===== src/rtl/tty_uart_tx.sv =====
// tty_uart_tx: write-only TTY transmitter. Queues the low byte of each bus write in a
// small FIFO and serializes queued bytes as 8N1 UART frames, LSB first.
module tty_uart_tx #(
   parameter int unsigned CLKS_PER_BIT = 16,
   parameter int unsigned FIFO_DEPTH   = 4
) (
   input  logic        clk_i,
   input  logic        rst_n_i,
   input  logic        tty_we_i,
   input  logic [31:0] tty_data_i,
   output logic        tx_o,
   output logic        busy_o,
   output logic        fifo_empty_o,
   output logic        fifo_full_o,
   output logic        drop_o
);

   localparam int unsigned PtrW  = (FIFO_DEPTH > 1) ? $clog2(FIFO_DEPTH) : 1;
   localparam int unsigned CntW  = PtrW + 1;
   localparam int unsigned BaudW = (CLKS_PER_BIT > 1) ? $clog2(CLKS_PER_BIT) : 1;

   localparam logic [BaudW-1:0] BaudLast = BaudW'(CLKS_PER_BIT - 1);
   localparam logic [CntW-1:0]  CntFull  = CntW'(FIFO_DEPTH);

   typedef enum logic [1:0] {
      StIdle,
      StStart,
      StData,
      StStop
   } state_e;

   // FIFO storage and bookkeeping
   logic [7:0]      r_mem [FIFO_DEPTH];
   logic [PtrW-1:0] r_wr_ptr;
   logic [PtrW-1:0] r_rd_ptr;
   logic [CntW-1:0] r_count;
   logic [CntW-1:0] w_count_next;
   logic            r_drop;

   // Serializer state
   state_e          r_state;
   state_e          w_state_next;
   logic [BaudW-1:0] r_baud;
   logic [BaudW-1:0] w_baud_next;
   logic [2:0]      r_bit_idx;
   logic [2:0]      w_bit_idx_next;
   logic [7:0]      r_shift;
   logic [7:0]      w_shift_next;
   logic            r_tx;
   logic            w_tx_next;

   logic w_push;
   logic w_pop;
   logic w_full;
   logic w_empty;
   logic w_baud_end;

   // Upper write-data bits carry no meaning for this peripheral.
   logic w_unused_data;
   assign w_unused_data = ^tty_data_i[31:8];

   assign w_full     = (r_count == CntFull);
   assign w_empty    = (r_count == '0);
   // A full FIFO rejects the write even if a pop frees a slot on the same edge.
   assign w_push     = tty_we_i & ~w_full;
   assign w_baud_end = (r_baud == BaudLast);

   // FIFO occupancy: simultaneous push and pop leave the count unchanged.
   always_comb begin
      w_count_next = r_count;
      if (w_push && !w_pop) begin
         w_count_next = r_count + CntW'(1);
      end else if (!w_push && w_pop) begin
         w_count_next = r_count - CntW'(1);
      end
   end

   // FIFO data array; contents need no reset since the pointers define validity.
   always_ff @(posedge clk_i) begin
      if (w_push) begin
         r_mem[r_wr_ptr] <= tty_data_i[7:0];
      end
   end

   // FIFO pointers, count and the one-cycle drop pulse.
   always_ff @(posedge clk_i) begin
      if (!rst_n_i) begin
         r_wr_ptr <= '0;
         r_rd_ptr <= '0;
         r_count  <= '0;
         r_drop   <= 1'b0;
      end else begin
         if (w_push) begin
            r_wr_ptr <= r_wr_ptr + PtrW'(1);
         end
         if (w_pop) begin
            r_rd_ptr <= r_rd_ptr + PtrW'(1);
         end
         r_count <= w_count_next;
         r_drop  <= tty_we_i & w_full;
      end
   end

   // Frame sequencer next-state: pops on every entry into START, including from STOP.
   always_comb begin
      w_state_next   = r_state;
      w_baud_next    = r_baud;
      w_bit_idx_next = r_bit_idx;
      w_shift_next   = r_shift;
      w_pop          = 1'b0;
      unique case (r_state)
         StIdle: begin
            if (!w_empty) begin
               w_pop        = 1'b1;
               w_state_next = StStart;
               w_shift_next = r_mem[r_rd_ptr];
               w_baud_next  = '0;
            end
         end
         StStart: begin
            if (w_baud_end) begin
               w_state_next   = StData;
               w_baud_next    = '0;
               w_bit_idx_next = '0;
            end else begin
               w_baud_next = r_baud + BaudW'(1);
            end
         end
         StData: begin
            if (w_baud_end) begin
               w_baud_next  = '0;
               w_shift_next = {1'b0, r_shift[7:1]};
               if (r_bit_idx == 3'd7) begin
                  w_state_next = StStop;
               end else begin
                  w_bit_idx_next = r_bit_idx + 3'd1;
               end
            end else begin
               w_baud_next = r_baud + BaudW'(1);
            end
         end
         StStop: begin
            if (w_baud_end) begin
               w_baud_next = '0;
               if (!w_empty) begin
                  w_pop        = 1'b1;
                  w_state_next = StStart;
                  w_shift_next = r_mem[r_rd_ptr];
               end else begin
                  w_state_next = StIdle;
               end
            end else begin
               w_baud_next = r_baud + BaudW'(1);
            end
         end
         default: begin
            w_state_next = StIdle;
            w_baud_next  = '0;
         end
      endcase
   end

   // Line level derived from the next state so tx_o changes on the same edge as the state.
   always_comb begin
      w_tx_next = 1'b1;
      unique case (w_state_next)
         StStart: w_tx_next = 1'b0;
         StData:  w_tx_next = w_shift_next[0];
         default: w_tx_next = 1'b1;
      endcase
   end

   // Sequencer registers; reset aborts any frame in flight.
   always_ff @(posedge clk_i) begin
      if (!rst_n_i) begin
         r_state   <= StIdle;
         r_baud    <= '0;
         r_bit_idx <= '0;
         r_shift   <= '0;
         r_tx      <= 1'b1;
      end else begin
         r_state   <= w_state_next;
         r_baud    <= w_baud_next;
         r_bit_idx <= w_bit_idx_next;
         r_shift   <= w_shift_next;
         r_tx      <= w_tx_next;
      end
   end

   assign tx_o         = r_tx;
   assign busy_o       = (r_state != StIdle);
   assign fifo_empty_o = w_empty;
   assign fifo_full_o  = w_full;
   assign drop_o       = r_drop;

endmodule


===== config.mk =====
export PLATFORM = sky130hd
export DESIGN_NAME = tty_uart_tx
export DESIGN_NICKNAME = d
export VERILOG_FILES = /design/src/rtl/tty_uart_tx.sv
export SDC_FILE = /design/constraint.sdc
export NUM_CORES = 1
export LEC_CHECK = 0
export ABC_AREA = 0
export BUFFER_PORTS_ARGS = -buffer_cell sky130_fd_sc_hd__clkbuf_2
export CORE_MARGIN = 3
export CORE_UTILIZATION = 40
export DETAILED_ROUTE_END_ITERATION = 8
export GPL_TIMING_DRIVEN = 0
export PLACE_DENSITY = 0.59
export SLEW_MARGIN = 5
export SYNTH_ARGS = -nofsm -noshare
export SYNTH_HDL_FRONTEND = slang
export SYNTH_SLANG_ARGS = --single-unit

===== constraint.sdc =====
create_clock -name clk_i -period 7.3 [get_ports clk_i]
set_clock_uncertainty 0.2 [all_clocks]
set_input_delay 0.73 -clock clk_i [delete_from_list [all_inputs] [get_ports clk_i]]
set_output_delay 0.73 -clock clk_i [all_outputs]
set_load 0.005 [all_outputs]

# Word level (Yosys, flattened, before mapping)
# Memories as Yosys holds them, arrays and structs flattened. A register that Yosys moved wholly into a read port is not among the register bits.
# Cells that the tools add are included.
# totals
register_bits,26
latch_bits,0
mem_bits_rw,32
rom_bits,0
in_bits,35
out_inout_bits,5
wordCells,74
n_memories,1
# op_classes
add_sub_neg,6
mul,0
div,0
magnitude_cmp,0
eq_ne,13
shifts,0
muxes,28
bitwise,3
reduce_logical,13
# memory_table
memory,depth,word_bits,read_ports,rd_clocked_by_memory_dff,write_ports,line_no,source
r_mem,4,8,1,1,1,33,logic [7:0] r_mem [FIFO_DEPTH];
# ops
op,n
2-to-1 mux 8 bit,3
one-hot mux 8 bit (3 select lines),1
2-to-1 mux 3 bit,5
2-to-1 mux 2 bit,7
inequality test 2 bit (second input constant),5
2-to-1 mux 4 bit,2
one-hot mux 2 bit (4 select lines),1
one-hot mux 4 bit (2 select lines),1
adder 3 x 1 -> 3 bit (second input constant),2
== test 2 bit (second input constant),3
== test 3 bit (second input constant),2
one-hot mux 3 bit (2 select lines),1
nonzero test 2 bit,3
2-to-1 mux 1 bit,5
adder 2 x 1 -> 2 bit (second input constant),2
adder 4 x 1 -> 4 bit (second input constant),1
== test 2 x 1 -> 1 bit (second input constant),2
== test 4 bit (second input constant),1
one-hot mux 1 bit (2 select lines),2
AND reduction 4 bit,1
zero test 3 bit,1
AND reduction 3 bit,1
nonzero test 3 bit,1
OR reduction 3 bit,1
other kinds (6),9

# Logic depth before layout (Yosys ltp)
# logic_depth
word_depth,7
ltp_mapped,11
mapped_depth_nobuf,11

# Least setup slack after synthesis
# No wires, ideal clock.
# synth_path
path_type,flip-flop to flip-flop
start,reg r_state[1]
end,reg r_count[2]
setup_time_ns,0.070
t_arrival_ns,2.373
required_time_ns,7.030
slack_ns,4.657
path_stages_with_launch,12
n_path_buf,0
period_less_slack_ns,2.643
path_cell_list,dfxtp_1 > inv_1 > ha_1 > a41oi_2 > nor3_1 > inv_1 > ha_1 > inv_1 > fa_1 > xor2_1 > or3_1 > a21oi_1
# synth_between
elab_chain_len,5
word_cells_on_any_way,8
classes_between,eq/ne (1); mux (2); reduce/logical (5)
# synth_lines
item,line_no,source
from (decl),41,state_e r_state;
from (signal assigned),176,r_state <= StIdle;
from (signal assigned),182,r_state <= w_state_next;
== test 2 bit / zero test 2 bit (equally long branches),111,unique case (r_state)
one-hot mux 1 bit (2 select lines) *,111,
zero test 1 bit,71,if (w_push && !w_pop) begin
logical AND 1 bit,71,
2-to-1 mux 3 bit / nonzero test 2 bit (equally long branches),--,
to (signal assigned),99,r_count <= w_count_next;
to (decl),36,logic [CntW-1:0] r_count;
# Every way passes the cells marked *; elsewhere a longest branch is shown, timed or not.
# A chain may end at the register's enable or synchronous reset.

# Worst setup path in the final report
# Ends and elaborated chain as after synthesis.

==> impl_metrics.json <==
{
  "rr_startpoint": "r_state[1]",
  "grt_overflow": 0,
  "post-route-period-util_pct": 41.6,
  "start_util_pct": 42.1,
  "gp_congestion": 0.780,
  "routed_wl_um": 5020,
  "hold_path_class": "reg2reg",
  "yosys.area.top_type_share_pct": 35.1,
  "crit_top_cell": "inv_1",
  "synth_top_area_cell": "edfxtp_1",
  "power_mw": 1.15,
  "synthFlopType": "edfxtp_1",
  "design.die.area_um2": 7860,
  "synth_cell_types": 43,
  "rrSetupSlack_ns": 4.26,
  "synth_mux_area_share_pct": 8.05,
  "grt_usage_pct": 14.1,
  "synth-xor-area-share_pct": 1.60,
  "synth_edf_count": 32,
  "fmax_mhz": 329,
  "postCtsSetupBuffers": 0,
  "power.density_nw_per_um2": 368,
  "synth_adder_area_share_pct": 6.68,
  "setup_tns_ns": 0,
  "cts_tree": "built",
  "dpl.hpwl_um": 3480,
  "async_flop_share_pct": 0,
  "antennaDiodeCount": 0,
  "die_y_um": 88.7,
  "syn_inst": 229,
  "worstPathMaxFanout": 9,
  "ant_nets": 0,
  "ys_top_cells_by_count": "edfxtp_1, dfxtp_1, nor2_1",
  "core_area_um2": 6490,
  "ys_seq_area_share_pct": 55.7,
  "worst_pin_slew_ns": 0.535,
  "clk-insertion-delay-late_ns": 0.34,
  "synth_compound_area_share_pct": 10.9,
  "drv_cap": 0,
  "syn_to_final_growth_pct": 14.4,
  "stdcell_count": 337,
  "yosysMostFrequentCell": "edfxtp_1",
  "synth-seq-cells": 60,
  "worstHoldPathCells": 2,
  "status": "complete, no violations",
  "wl_per_cell_um": 14.9,
  "hold_viol_final": 0,
  "crit_path_max_incr_delay_ns": 0.45,
  "synth_top_family_by_area": "simple AND/OR/NAND/NOR gates",
  "io_pins": 40,
  "yosys.area_share.simple_pct": 12.7,
  "holdWs_ns": 0.262,
  "fin_util_pct": 48.2,
  "grt_max_degree": 13,
  "clock_sinks": 60,
  "drtPass1Iterations": 5,
  "reg2reg_depth": 11,
  "place_inst": 321,
  "die_x_um": 88.7,
  "crit_required_ns": 7.36,
  "worst_setup_path_start_kind": "register",
  "viasPerCell": 5.32,
  "synthesis.nets": 278,
  "num_rows": 29,
  "synthesis.area_um2": 2730,
  "clkSlewWorstSetupHoldPaths_ns": 0.07,
  "slew_violations": 0,
  "htreeDepth": 3,
  "irDropWorstVdd_mv": 0.147,
  "port_buffers": 15,
  "cp_slowest_cell": "dfxtp_1",
  "path_cells": "inv_1 > ha_1 > a41oi_2 > nor3_1 > inv_1 > ha_1 > inv_1 > fa_1 > xor2_1 > or3_1 > a21oi_1",
  "final_nets": 304,
  "endpoint_kind": "register",
  "min_period_ns": 3.04,
  "synthTopCellsByArea": "edfxtp_1, dfxtp_1, mux4_2",
  "slew_headroom_pct": 64.0,
  "p_leak_nw": 1.19,
  "cts_buffers": 9,
  "num_vias": 1792,
  "setup_viol": 0,
  "crit_type": "reg2reg",
  "r2r-end": "r_count[2]",
  "clk_path_buf_depth": 2,
  "initialDrtViolationCount": 50,
  "critPathArrivalTime_ns": 3.10,
  "grt_pass1_wl_um": 8130,
  "antenna_found_initial": 0,
  "synth.avg_cell_area_um2": 11.9,
  "postCtsResizedCells": 0,
  "drive_gt1_share_pct": 20.0,
  "hold_buffers": 0,
  "rsz0062_at_grt": "false",
  "hp-start": "r_bit_idx[1]",
  "route.detailed.drc": 0,
  "first_global_vias": 1673,
  "cts-root-buf": "clkbuf_8",
  "ys.warnings.count": 0,
  "whs_endpoint": "r_bit_idx[1]"
}
==> worst max-delay path by stage <==
| stage | from | endpoint | slack, ns | depth (start not counted) |
|---|---|---|---|---|
| after global placement | r_state[1] | r_count[2] | 4.30 | 11 |
| after CTS | r_state[1] | r_count[2] | 4.25 | 11 |
| after global routing | r_state[1] | r_count[2] | 4.01 | 11 |
| final | r_state[1] | r_count[2] | 4.26 | 11 |
| after floorplan | r_state[1] | r_count[2] | 4.66 | 11 |
| after detailed placement | r_state[1] | r_count[2] | 4.27 | 11 |
==> cell families (layout without fill, tap and decap cells) <==
group | count (synthesis) | in the layout
compound gates | 44 | 44
fa+ha+maj | 14 | 14
buf+inv | 23 | 54
flops | 60 | 60
mux | 12 | 12
xor+xnor | 5 | 5
simple gates | 71 | 71
==> placed cells by master (no fill, tap or decap), drive strengths merged, types with 2 or more instances in the layout <==
master	synthesis	routed
edfxtp	32	32
xor2	3	3
nand2	19	19
clkinv	0	3
o21ai	4	4
mux2i	4	4
inv	10	11
or3	2	2
nand3	3	3
nor3b	4	4
and2	5	5
nand4	2	2
and3	3	3
a21oi	20	20
buf	6	6
mux4	8	8
xnor2	2	2
nor2	25	25
dfxtp	28	28
a211oi	8	8
clkbuf	7	31
ha	13	13
o211ai	2	2
nor3	3	3
nor4	2	2
bufinv	0	2
==> critical path: cells and delay by family, from the launching register on <==
family                   cells  cell delay [ns]
adder cells (fa/ha/maj)      3             0.78
buffers and inverters        3             0.30
XOR/XNOR                     1             0.17
AO/OA/AOI/OAI                2             0.56
flip-flops                   1             0.45
AND/OR/NAND/NOR              2             0.50
==> report_power, final <==
| part | switching (mW) | internal, mW |
|---|---|---|
| Combinational | 0.210 | 0.161 |
| Sequential | 0.0343 | 0.416 |
| Clock | 0.138 | 0.194 |
| Total | 0.382 | 0.771 |
==> final cells by class <==
class / instances / area, um2
Buffer: 13 / 83.8
Clock buffer: 9 / 124
Clock inverter: 7 / 98.8
Fill cell: 579 / 3370
Inverter: 10 / 37.5
Multi-Input combinational cell: 146 / 1090
Sequential cell: 60 / 1520
Tap cell: 77 / 96.3
Timing Repair Buffer: 15 / 75.1
==> routing by layer <==
layer / vias to the layer above / track usage, % / wire length [um]
met3: 12 / 5.87 / 200
li1: 889 / - / -
met5: - / 0 / 0
met4: 0 / 7.01 / 99
met1: 853 / 17.3 / 2320
met2: 38 / 21.4 / 2400
==> registers in the layout, summed over array words and instances (netlist names), named ones only <==
register and count:
drop_o 1, r_baud 4, r_bit_idx 3, r_count 3, r_mem 32, r_rd_ptr 2
r_shift 8, r_state 2, r_wr_ptr 2, tx_o 1
==> metrics by stage <==
step / cell area [um2] / setup WS, ns
final: 3130 / 4.26
after global routing: 3130 / 4.01
after CTS: 3130 / 4.25
after detailed placement: 2910 / 4.27
after global placement: 2910 / 4.30
after floorplan: 2730 / 4.66
No activity file was read; power rests on OpenSTA's default activity.
